===== src/rtl/vec_pkg.sv =====
// Shared types and constants for the operand-vector BRAM loader:
// command bytes, bank select and controller states.
package vec_pkg;

  localparam logic [7:0] CMD_SEL_A  = 8'h01;
  localparam logic [7:0] CMD_SEL_B  = 8'h02;
  localparam int         DATA_W_DEF = 10;

  typedef enum logic { BANK_A, BANK_B } bank_e;

  typedef enum logic [1:0] {
    IDLE,
    ARM,
    WRITE,
    FINISH
  } state_e;

  function automatic logic is_cmd(input logic [7:0] b);
    return (b == CMD_SEL_A) || (b == CMD_SEL_B);
  endfunction

endpackage


===== src/rtl/bram_addr_counter.sv =====
// Saturating write-address counter: counts 0..DEPTH, holds at DEPTH and
// flags full so the controller can drop further words.
module bram_addr_counter #(
  parameter int DEPTH = 1024,
  parameter int CNT_W = $clog2(DEPTH) + 1
) (
  input  logic             clk,
  input  logic             reset,
  input  logic             clear,
  input  logic             en,
  output logic [CNT_W-1:0] count,
  output logic             full
);

  assign full = (count == CNT_W'(DEPTH));

  // NOTE: sequential state uses non-blocking assignments so every flop
  // samples pre-edge values regardless of process ordering.
  always_ff @(posedge clk) begin
    if (reset || clear) begin
      count <= '0;
    end else if (en && !full) begin
      count <= count + 1'b1;
    end
  end

endmodule


===== src/rtl/bram_load_ctrl.sv =====
// Loads operand vectors from the UART word stream into BRAM bank A or B,
// selected by a command byte, and latches the stored length per bank.
module bram_load_ctrl
  import vec_pkg::*;
#(
  parameter int DEPTH  = 1024,
  parameter int ADDR_W = $clog2(DEPTH),
  parameter int DATA_W = DATA_W_DEF
) (
  input  logic              clk,
  input  logic              reset,
  input  logic              rx_ready,
  input  logic [7:0]        rx_data,
  input  logic              flag_data_ready,
  input  logic [DATA_W-1:0] data_in,
  input  logic              flag_end_write,
  output logic              flag_bram,
  output logic              bram_a_we,
  output logic              bram_b_we,
  output logic [ADDR_W-1:0] bram_addr,
  output logic [DATA_W-1:0] bram_wdata,
  output logic [ADDR_W:0]   len_a,
  output logic [ADDR_W:0]   len_b,
  output logic              load_done,
  output logic              overflow,
  output logic              cmd_error,
  output logic              busy
);

  state_e              state, state_next;
  bank_e               bank;
  logic [DATA_W-1:0]   data_reg;
  logic                end_pending;
  logic [ADDR_W:0]     count;
  logic                full;
  logic                accept;
  logic                write_en;
  logic                cnt_en;

  // Commands are only honoured in IDLE; bytes seen while armed belong to the
  // concatenator.
  assign accept = (state == IDLE) && rx_ready && is_cmd(rx_data);

  bram_addr_counter #(
    .DEPTH (DEPTH),
    .CNT_W (ADDR_W + 1)
  ) u_addr_counter (
    .clk   (clk),
    .reset (reset),
    .clear (accept),
    .en    (cnt_en),
    .count (count),
    .full  (full)
  );

  always_ff @(posedge clk) begin
    if (reset) begin
      state       <= IDLE;
      bank        <= BANK_A;
      data_reg    <= '0;
      end_pending <= 1'b0;
      overflow    <= 1'b0;
      cmd_error   <= 1'b0;
      len_a       <= '0;
      len_b       <= '0;
    end else begin
      state     <= state_next;
      cmd_error <= (state == IDLE) && rx_ready && !is_cmd(rx_data);

      case (state)
        IDLE: begin
          if (accept) begin
            bank        <= (rx_data == CMD_SEL_B) ? BANK_B : BANK_A;
            overflow    <= 1'b0;
            end_pending <= 1'b0;
          end
        end
        ARM: begin
          if (flag_data_ready) begin
            data_reg    <= data_in;
            end_pending <= flag_end_write;
          end
        end
        WRITE: begin
          if (full)           overflow    <= 1'b1;
          if (flag_end_write) end_pending <= 1'b1;
        end
        FINISH: begin
          if (bank == BANK_A) len_a <= count;
          else                len_b <= count;
        end
        default: ;
      endcase
    end
  end

  // NOTE: every output of this block is given a default first, so no path
  // can leave one unassigned and infer a latch.
  always_comb begin
    state_next = state;
    flag_bram  = 1'b0;
    write_en   = 1'b0;
    cnt_en     = 1'b0;
    load_done  = 1'b0;

    case (state)
      IDLE: begin
        if (accept) state_next = ARM;
      end
      ARM: begin
        flag_bram = 1'b1;
        if (flag_data_ready)     state_next = WRITE;
        else if (flag_end_write) state_next = FINISH;
      end
      WRITE: begin
        flag_bram  = 1'b1;
        write_en   = !full;
        cnt_en     = !full;
        state_next = (end_pending || flag_end_write) ? FINISH : ARM;
      end
      FINISH: begin
        load_done  = 1'b1;
        state_next = IDLE;
      end
      default: state_next = IDLE;
    endcase
  end

  assign bram_a_we  = write_en && (bank == BANK_A);
  assign bram_b_we  = write_en && (bank == BANK_B);
  assign bram_addr  = count[ADDR_W-1:0];
  assign bram_wdata = data_reg;
  assign busy       = (state != IDLE);

endmodule


===== config.mk =====
export PLATFORM = sky130hd
export DESIGN_NAME = bram_load_ctrl
export DESIGN_NICKNAME = d
export VERILOG_FILES = /design/src/rtl/vec_pkg.sv /design/src/rtl/bram_addr_counter.sv /design/src/rtl/bram_load_ctrl.sv
export SDC_FILE = /design/constraint.sdc
export NUM_CORES = 1
export LEC_CHECK = 0
export BUFFER_PORTS_ARGS = -buffer_cell sky130_fd_sc_hd__buf_2
export CAP_MARGIN = 10
export CORE_ASPECT_RATIO = 0.8
export CORE_MARGIN = 2
export CORE_UTILIZATION = 32
export DETAILED_ROUTE_END_ITERATION = 16
export SLEW_MARGIN = 5
export SYNTH_ARGS = -nofsm -noshare
export SYNTH_HDL_FRONTEND = slang
export SYNTH_SLANG_ARGS = --single-unit

===== constraint.sdc =====
create_clock -name clk -period 3.6 [get_ports clk]
set_clock_uncertainty 0.1 [all_clocks]
set_input_delay 0.72 -clock clk [delete_from_list [all_inputs] [get_ports clk]]
set_output_delay 0.72 -clock clk [all_outputs]
set_load 0.05 [all_outputs]

==> results of run 1 <==
-- worst paths after layout --
kind                      start                       to  slack [ns]  cells after the start
hold / removal    bram_wdata[3]            bram_wdata[3]        0.36                      2
setup reg to reg       state[0]  u_addr_counter.count[1]        1.69                      6
hold reg to reg   bram_wdata[3]            bram_wdata[3]        0.36                      2
setup / recovery       state[0]                bram_a_we        0.65                      6
-- worst reg2reg max path, cell delays in order (launching register included) --
cell and delay [ns]:
dfxtp_1 0.36, inv_1 0.15, ha_1 0.34, inv_1 0.12, a41oi_1 0.41, mux2i_1 0.25
nor2_1 0.06
-- report_power, final --
| part | leakage (nW) | internal, mW | switching [mW] |
|---|---|---|---|
| Clock | 0.0574 | 0.226 | 0.180 |
| Combinational | 0.666 | 0.0414 | 0.105 |
| Sequential | 0.395 | 0.552 | 0.00748 |
| Total | 1.12 | 0.819 | 0.293 |
-- through the flow --
stage | util [%] | hold slack [ns] | setup slack [ns]
finish | 40.7 | 0.357 | 0.654
floorplan | - | 0.341 | 1.06
global route | 40.7 | 0.376 | 0.453
global placement | 38.9 | 0.342 | 1.04
detailed placement | 38.9 | 0.348 | 0.956
CTS | 40.7 | 0.360 | 0.630
-- sequential cells by signal, summed over array words and instances (netlist names) --
signal                count
bram_wdata               10
overflow                  1
state                     2
u_addr_counter.count     11
end_pending               1
bank                      1
len_a                    11
len_b                    11
cmd_error                 1
-- area by class of cell --
| class | count | area, sq um |
|---|---|---|
| fillers | 677 | 3820 |
| well taps | 84 | 105 |
| clock buffers | 6 | 82.6 |
| multi-input cells | 187 | 1020 |
| flip-flops and latches | 49 | 981 |
| clock inverters | 2 | 37.5 |
| inverters | 8 | 30.0 |
| repair buffers | 72 | 363 |
-- kinds of logic after synthesis --
logic type	Yosys count
AND/OR/NAND/NOR	116
AO/OA/AOI/OAI	52
flip-flops	49
buffers and inverters	31
XOR/XNOR	10
adder cells (fa/ha/maj)	8
multiplexers	1
-- cells in the final DEF (no fill, tap or decap), types with 3 or more instances in the layout --
cell type  count
a21oi_1       40
and4_1         3
nand4_1        6
buf_2         71
and2_1         5
xor2_1         8
nand2_1       74
dfxtp_1       49
clkbuf_8       6
nor2_1        14
inv_1          8
o21ai_0        5
ha_1           8
-- routing by layer --
layer,up-vias,routed length [um],global-route usage (%)
met5,-,0,0
met4,0,0,0.571
li1,989,-,-
met3,0,440,5.83
met1,888,2480,18.8
met2,67,2300,23.6
==> run summary, run 1 <==
The run finished with clean final reports. The total placed instance area is 0.00250 sq mm. During I/O placement, the number of pins put on the boundary was 72. The DRC violation count after routing came out at 0. 0 antenna diodes ended up in the layout. The largest fanout on the critical path is 9. The area growth from synthesis to layout is 21.5%. Clock tree synthesis selected as its root buffer the cell clkbuf_8. The final critical-path share of the clock period came out at 81.8%. The XOR/XNOR share of the synthesized area is 4.06%. By area, the combinational part of the netlist is dominated by simple AND/OR/NAND/NOR gates. The floorplan has 26 rows. The placer's final routability congestion estimate came out at 0.814. The non-filler instance count after layout came out at approximately 400. The number of nets still failing antenna checks after routing is 0. The share of the synthesized area in the top cell type came out at 45.4%. Dividing total power by cell area gives a power density of 424 mW/mm^2. The sum of negative setup slack is 0 ns. TritonCTS created 5 clock buffers. Summing the areas of all fa, ha and maj instances in the mapped netlist gives approximately 4.6% of the synthesized area.

The synthesized netlist occupies a cell area of 0.00216 sq mm. After global routing the overflow that remains totals 0. The worst setup path is captured at an output pin. In the global route stage, overall resource usage came out at 14.4%. The post-synthesis sequential element count is 49.

The instance count after placement with tap cells included came out at 400. The total wirelength of the detailed-routed design is 5220 um. The cell seen most often among critical-path stages is inv_1. In the post-synthesis netlist, the cell with the most instances is nand2_1. For this block, the initial DRC count from the detailed router was 80. The overall die width came out at between 90 and 100 um. The critical path in this run is classified as flip-flop to output pin. The post-synthesis mux area share is less than 1%. The hold-fix buffer count after cts came out at 0.

For this run, the detailed router's first-pass iteration total came to 4. The H-tree depth reported by CTS is 2. The final number of max-transition violations is 0.

The minimum period implied by the final worst setup slack is around 2.9 ns. The critical path's largest stage delay came out at 0.41 ns. The first-pass GRT wire length is between 8000 and 9000 um. The overall power of the completed layout is 1.11 mW. The initial core utilization is 33.5%.

The post-synthesis async set-or-reset flop share is 0%. The height of the die is 77.5 um. The cell family contributing the most delay on the critical path is buffers and inverters.

Once the clock tree was built, the setup fixing pass inserted 0 buffers. TritonCTS built the clock tree. The via density per instance is about 4.8.

Summed over all instances, the cell type with the most area after synthesis is dfxtp_1. A synthesized cell averages 8.08 sq um. The detailed-placement wirelength estimate is 3920 um. The finished layout cell area came out at 0.00262 sq mm. During synthesis, Yosys emitted a total of 0 warnings. The compound-gate portion of the synthesized area is 13.6%. Among all stages on the critical path, the largest delay is contributed by a41oi_1. Walking the worst path, the cells encountered are inv_1 -> ha_1 -> inv_1 -> a41oi_1 -> and2_1 -> buf_2.

Synthesis instantiated 30 different standard cells from the library. The total of endpoints with negative setup slack in the final report came out at 0. After clock tree synthesis, the clock-pin slew on the worst setup and hold paths is 0.09 ns. At the worst endpoint, the required time is 2.78 ns. The number of global-route vias before repair came out at 1,782.

At the pin with the least slew margin, the transition time is 0.665 ns. The die covers 0.00742 sq mm. Counting both buffers and inverters, the worst setup path holds a total of 3. The simple logic cell fraction of the synthesized area is 24.6%.

After technology mapping, the gate count stands at 267. By count the netlist is led by nand2_1 (74), dfxtp_1 (49), a21oi_1 (40), nor2_1 (14), clkbuf_1 (11). Across the VDD grid, the largest voltage drop is 0.171 mV. Of the cells placed in the final design, the portion with a size suffix greater than 1 is between 20% and 30%.

The total number of vias came out at 1,944. The maximum number of buffers from clock root to sink came out at 2. The count of final hold-check violations came to 0. The initial antenna violation count came out at 0. Input and output buffers added on the ports amount to 71. The sequential fraction of the synthesis area came out at a little under half. The average wire per cell in the routed design came out at 12.8 um.

Measured against its own limit, the worst slew margin works out to 55.6%. At the end of the flow, the number of nets in the layout was 354. The maximum clock rate is 0.339 GHz. The synthesized netlist net count came out at 298. The nature of the critical path startpoint is a flip-flop.

The total area inside the core boundary comes to approximately 0.0064 sq mm. The count of maximum capacitance violations came out at 0. The path type of the worst min-delay path is flip-flop to flip-flop. The worst-skew pair later-pin latency is slightly below 0.3 ns. The static leakage came out at around 1.1 nW. The commonest register cell after synthesis is dfxtp_1. The pin count of the biggest net entering global routing came out at 40. Setup repair after global routing left no endpoint under its margin. Counting flops with a built-in enable in the synthesized netlist gives 0. The number of sinks handled by clock tree synthesis came out at 49.

Yosys attributes the largest share of cell area to dfxtp_1 (45%), nand2_1 (13%), a21oi_1 (9.3%). After clock tree synthesis, the repair step resized 0 gates. The worst path arrival time is between 2 and 2.5 ns.
Note: power is estimated with default switching activity, not from simulation.
==> run 2: changes to the inputs <==
clock period = 2.65 ns   (was 3.6 ns; I/O delays follow)
==> run summary, run 2 (synthesis results as in run 1) <==
The flow ran to the end, and the final reports show no timing, DRC or antenna violations. The internal power is 1.11 mW (+36%). The first-pass GRT wire length came out at 8830 um (+3.1%). The number of buffers added by the clock tree synthesis step is 5 (unchanged). The die area came out at 0.00742 sq mm (unchanged).

The number of nets still failing antenna checks after routing was 0 (unchanged). The worst slack after detailed placement came out at 0.458 ns (-0.498 ns). The part of the power in registers is 50.4% (about the same).

The sum of negative setup slack came out at 0 ns (unchanged). The placer's final routability congestion estimate came out at 0.802 (-1.5%). The maximum clock rate is 0.414 GHz. The floorplan row count came out at 26 (unchanged). The number of violations reported at the end of detailed-routing iteration 0 is 43 (-46%). The largest individual stage delay along the critical path comes from the cell dfxtp_1. The final number of max-transition violations came to 0 (unchanged).

The count of boundary I/O pins is 72 (unchanged). The detailed-placement wirelength estimate is 4000 um (+2.2%). The total placed instance area came out at 0.00255 sq mm (+2.1%). The worst setup path is launched from a flip-flop. The via density per instance is 4.68 (-1.8%). The worst-skew pair later-pin latency came out at 0.29 ns (about the same).

The worst setup path is of the flip-flop to output pin kind. The signed area change from the synthesized netlist to the final layout came out at 23.8%. The maximum number of buffers from clock root to sink was 2 (unchanged). The initial core utilization is 33.5% (unchanged). The count of final hold-check violations was 0 (unchanged).

The total grt overflow came out at 0 (unchanged). The transition time of the tightest slew-check pin is 0.703 ns (+0.0382 ns). The finished layout cell area is 0.00267 sq mm (+1.9%). The number of setup buffers added after CTS came out at 0 (unchanged). The overall power of the completed layout came out at 1.51 mW (+35%). The largest registers in the layout are len_a (11), len_b (11), u_addr_counter.count (11). The number of sinks handled by clock tree synthesis was 49 (unchanged). The count of maximum capacitance violations came out at 0 (unchanged). Walking the worst path, the cells encountered are inv_1 -> ha_1 -> a41oi_1 -> and2_1 -> buf_2. The share of power burned in combinational logic came out at 13.2% (about the same). The static leakage is 1.16 nW (+3.5%). The library cells used most frequently in the layout, excluding fill and tap cells, are nand2_1 (74), buf_2 (71), dfxtp_1 (49). The clock power share came out at 36.3% (-0.2 points). The overall die width is 95.8 um (unchanged). The peak ir drop on the vdd network came out at 0.270 mV (+58%). The H-tree depth reported by CTS is 2 (unchanged).

The final critical-path share of the clock period came out at around nine tenths. The initial antenna violation count came out at 0 (unchanged). The net switching power is 392 uW (+34%). The global routing stage identified its most utilized layer as met2. The count of cells resized by post-cts repair came out at 0 (unchanged). The share of final-layout standard cells stronger than drive strength 1 came out at 27.5% (+1.3 points).

The met3 track utilization from global routing came out at 5.24% (-0.58 points). The worst path arrival time came out at 1.79 ns (-0.34 ns). The height of the die was 77.5 um (unchanged). The total wirelength of the detailed-routed design is 5390 um (+3.3%). The total of fill cells in the finished design is 669 (-1.2%). The number of search-and-repair iterations in the first detailed-routing pass is 4 (unchanged). The count of port buffers added during placement was 71 (unchanged). The largest fanout on the critical path came out at 8 (-1).

The max-slew headroom at the worst pin came out at 53.1% (-2.6 points). Setup repair after global routing left no endpoint under its margin. STA classifies the critical path endpoint as an output pin. The clock root buffer master is clkbuf_8. The total number of vias came out at 1,941 (-0.15%). The count of inserted antenna diode cells came out at 0 (unchanged). The CTS clock-pin slew for the worst setup and hold paths was 0.09 ns (about the same). The path type of the worst min-delay path is flip-flop to flip-flop. The required time of the critical path came to 2.02 ns (-0.76 ns). The total of endpoints with negative setup slack in the final report came out at 0 (unchanged).

The global routing met1 resource utilization came out at 20.3% (+1.5 points). The hold-fix buffer count after cts came to 0 (unchanged). The global-route total usage across every layer is 14.8% (+0.44 points). The area of the core came out at 0.00644 sq mm (unchanged).

The met2 layer usage reported by global route is 23.2% (-0.35 points). The power density of the placed cells came out at 564 mW/mm^2 (+33%). The pin count of the biggest net entering global routing came out at 39 (-2.5%).

The number of global-route vias before repair is 1,780 (-0.11%). The slack of the critical path is 0.234 ns (-0.420 ns). The average wire per cell in the routed design is 13.0 um (+1.6%). The switching share of power came out at 26.0% (-0.30 points).

The routed design could run at a clock period as short as 2.42 ns. The DRC violation count after routing is 0 (unchanged). The TritonCTS clock tree is yes. The most common cell after layout, fill and taps aside is nand2_1. The critical path's largest stage delay came out at 0.49 ns (+0.08 ns). The number of nets in the layout is 361 (+2.0%).
[run 2: changes by cell type in the layout (fill, tap and decap cells not counted), sizes merged]
| cell | previous run | this run |
|---|---|---|
| clkinvlp | 1 | 0 |
| buf | 72 | 79 |
| clkbuf | 6 | 7 |
[run 2: per-stage QoR]
stage	hold WS (ns)	cells	util, %
after global routing	0.342	415	41.5
after global placement	0.340	407	39.7
final	0.357	415	41.5
after detailed placement	0.346	407	39.7
after CTS	0.357	415	41.5
after floorplan	0.341	267	-
[run 2: worst paths after layout]
kind	startpoint	to	slack, ns	depth (start not counted)
worst max-delay path	u_addr_counter.count[0]	bram_a_we	0.23	5
worst min-delay path	len_a[1]	len_a[1]	0.36	2
worst max register to register	state[1]	end_pending	0.83	6
worst min register to register	len_a[1]	len_a[1]	0.36	2
[run 2: power groups by stage]
stage | combinational (mW) | sequential, mW | clock [mW]
2_1_floorplan | 0.109 | 0.812 | 0
3_3_place_gp | 0.199 | 0.777 | 0
3_5_place_dp | 0.201 | 0.777 | 0
4_1_cts | 0.201 | 0.760 | 0.561
5_1_grt | 0.219 | 0.763 | 0.597
6_report | 0.199 | 0.760 | 0.547
[run 2: critical path: cells and delay by family (launching register included)]
kind	cells	cell delay [ns]
DFF	1	0.49
AOI/OAI and AO/OA	1	0.29
adders and majority gates	1	0.21
and+or+nand+nor	1	0.17
buffers and inverters	2	0.33
[run 2: routing by layer]
| layer | vias to the layer above | share of wire (%) |
|---|---|---|
| li1 | 1006 | - |
| met1 | 886 | 49 |
| met2 | 47 | 44 |
| met3 | 2 | 7.3 |
| met4 | 0 | 0.22 |
| met5 | - | 0 |
[run 2: cell type report]
| type | count | area [sq um] | area share [%] |
|---|---|---|---|
| clock inverters | 1 | 30.0 | 1.12 |
| repair buffers | 79 | 415 | 15.6 |
| multi-input cells | 187 | 1020 | 38.3 |
| clock buffers | 7 | 86.3 | 3.23 |
| well taps | 84 | 105 | 3.93 |
| flip-flops and latches | 49 | 981 | 36.7 |
| inverters | 8 | 30.0 | 1.12 |
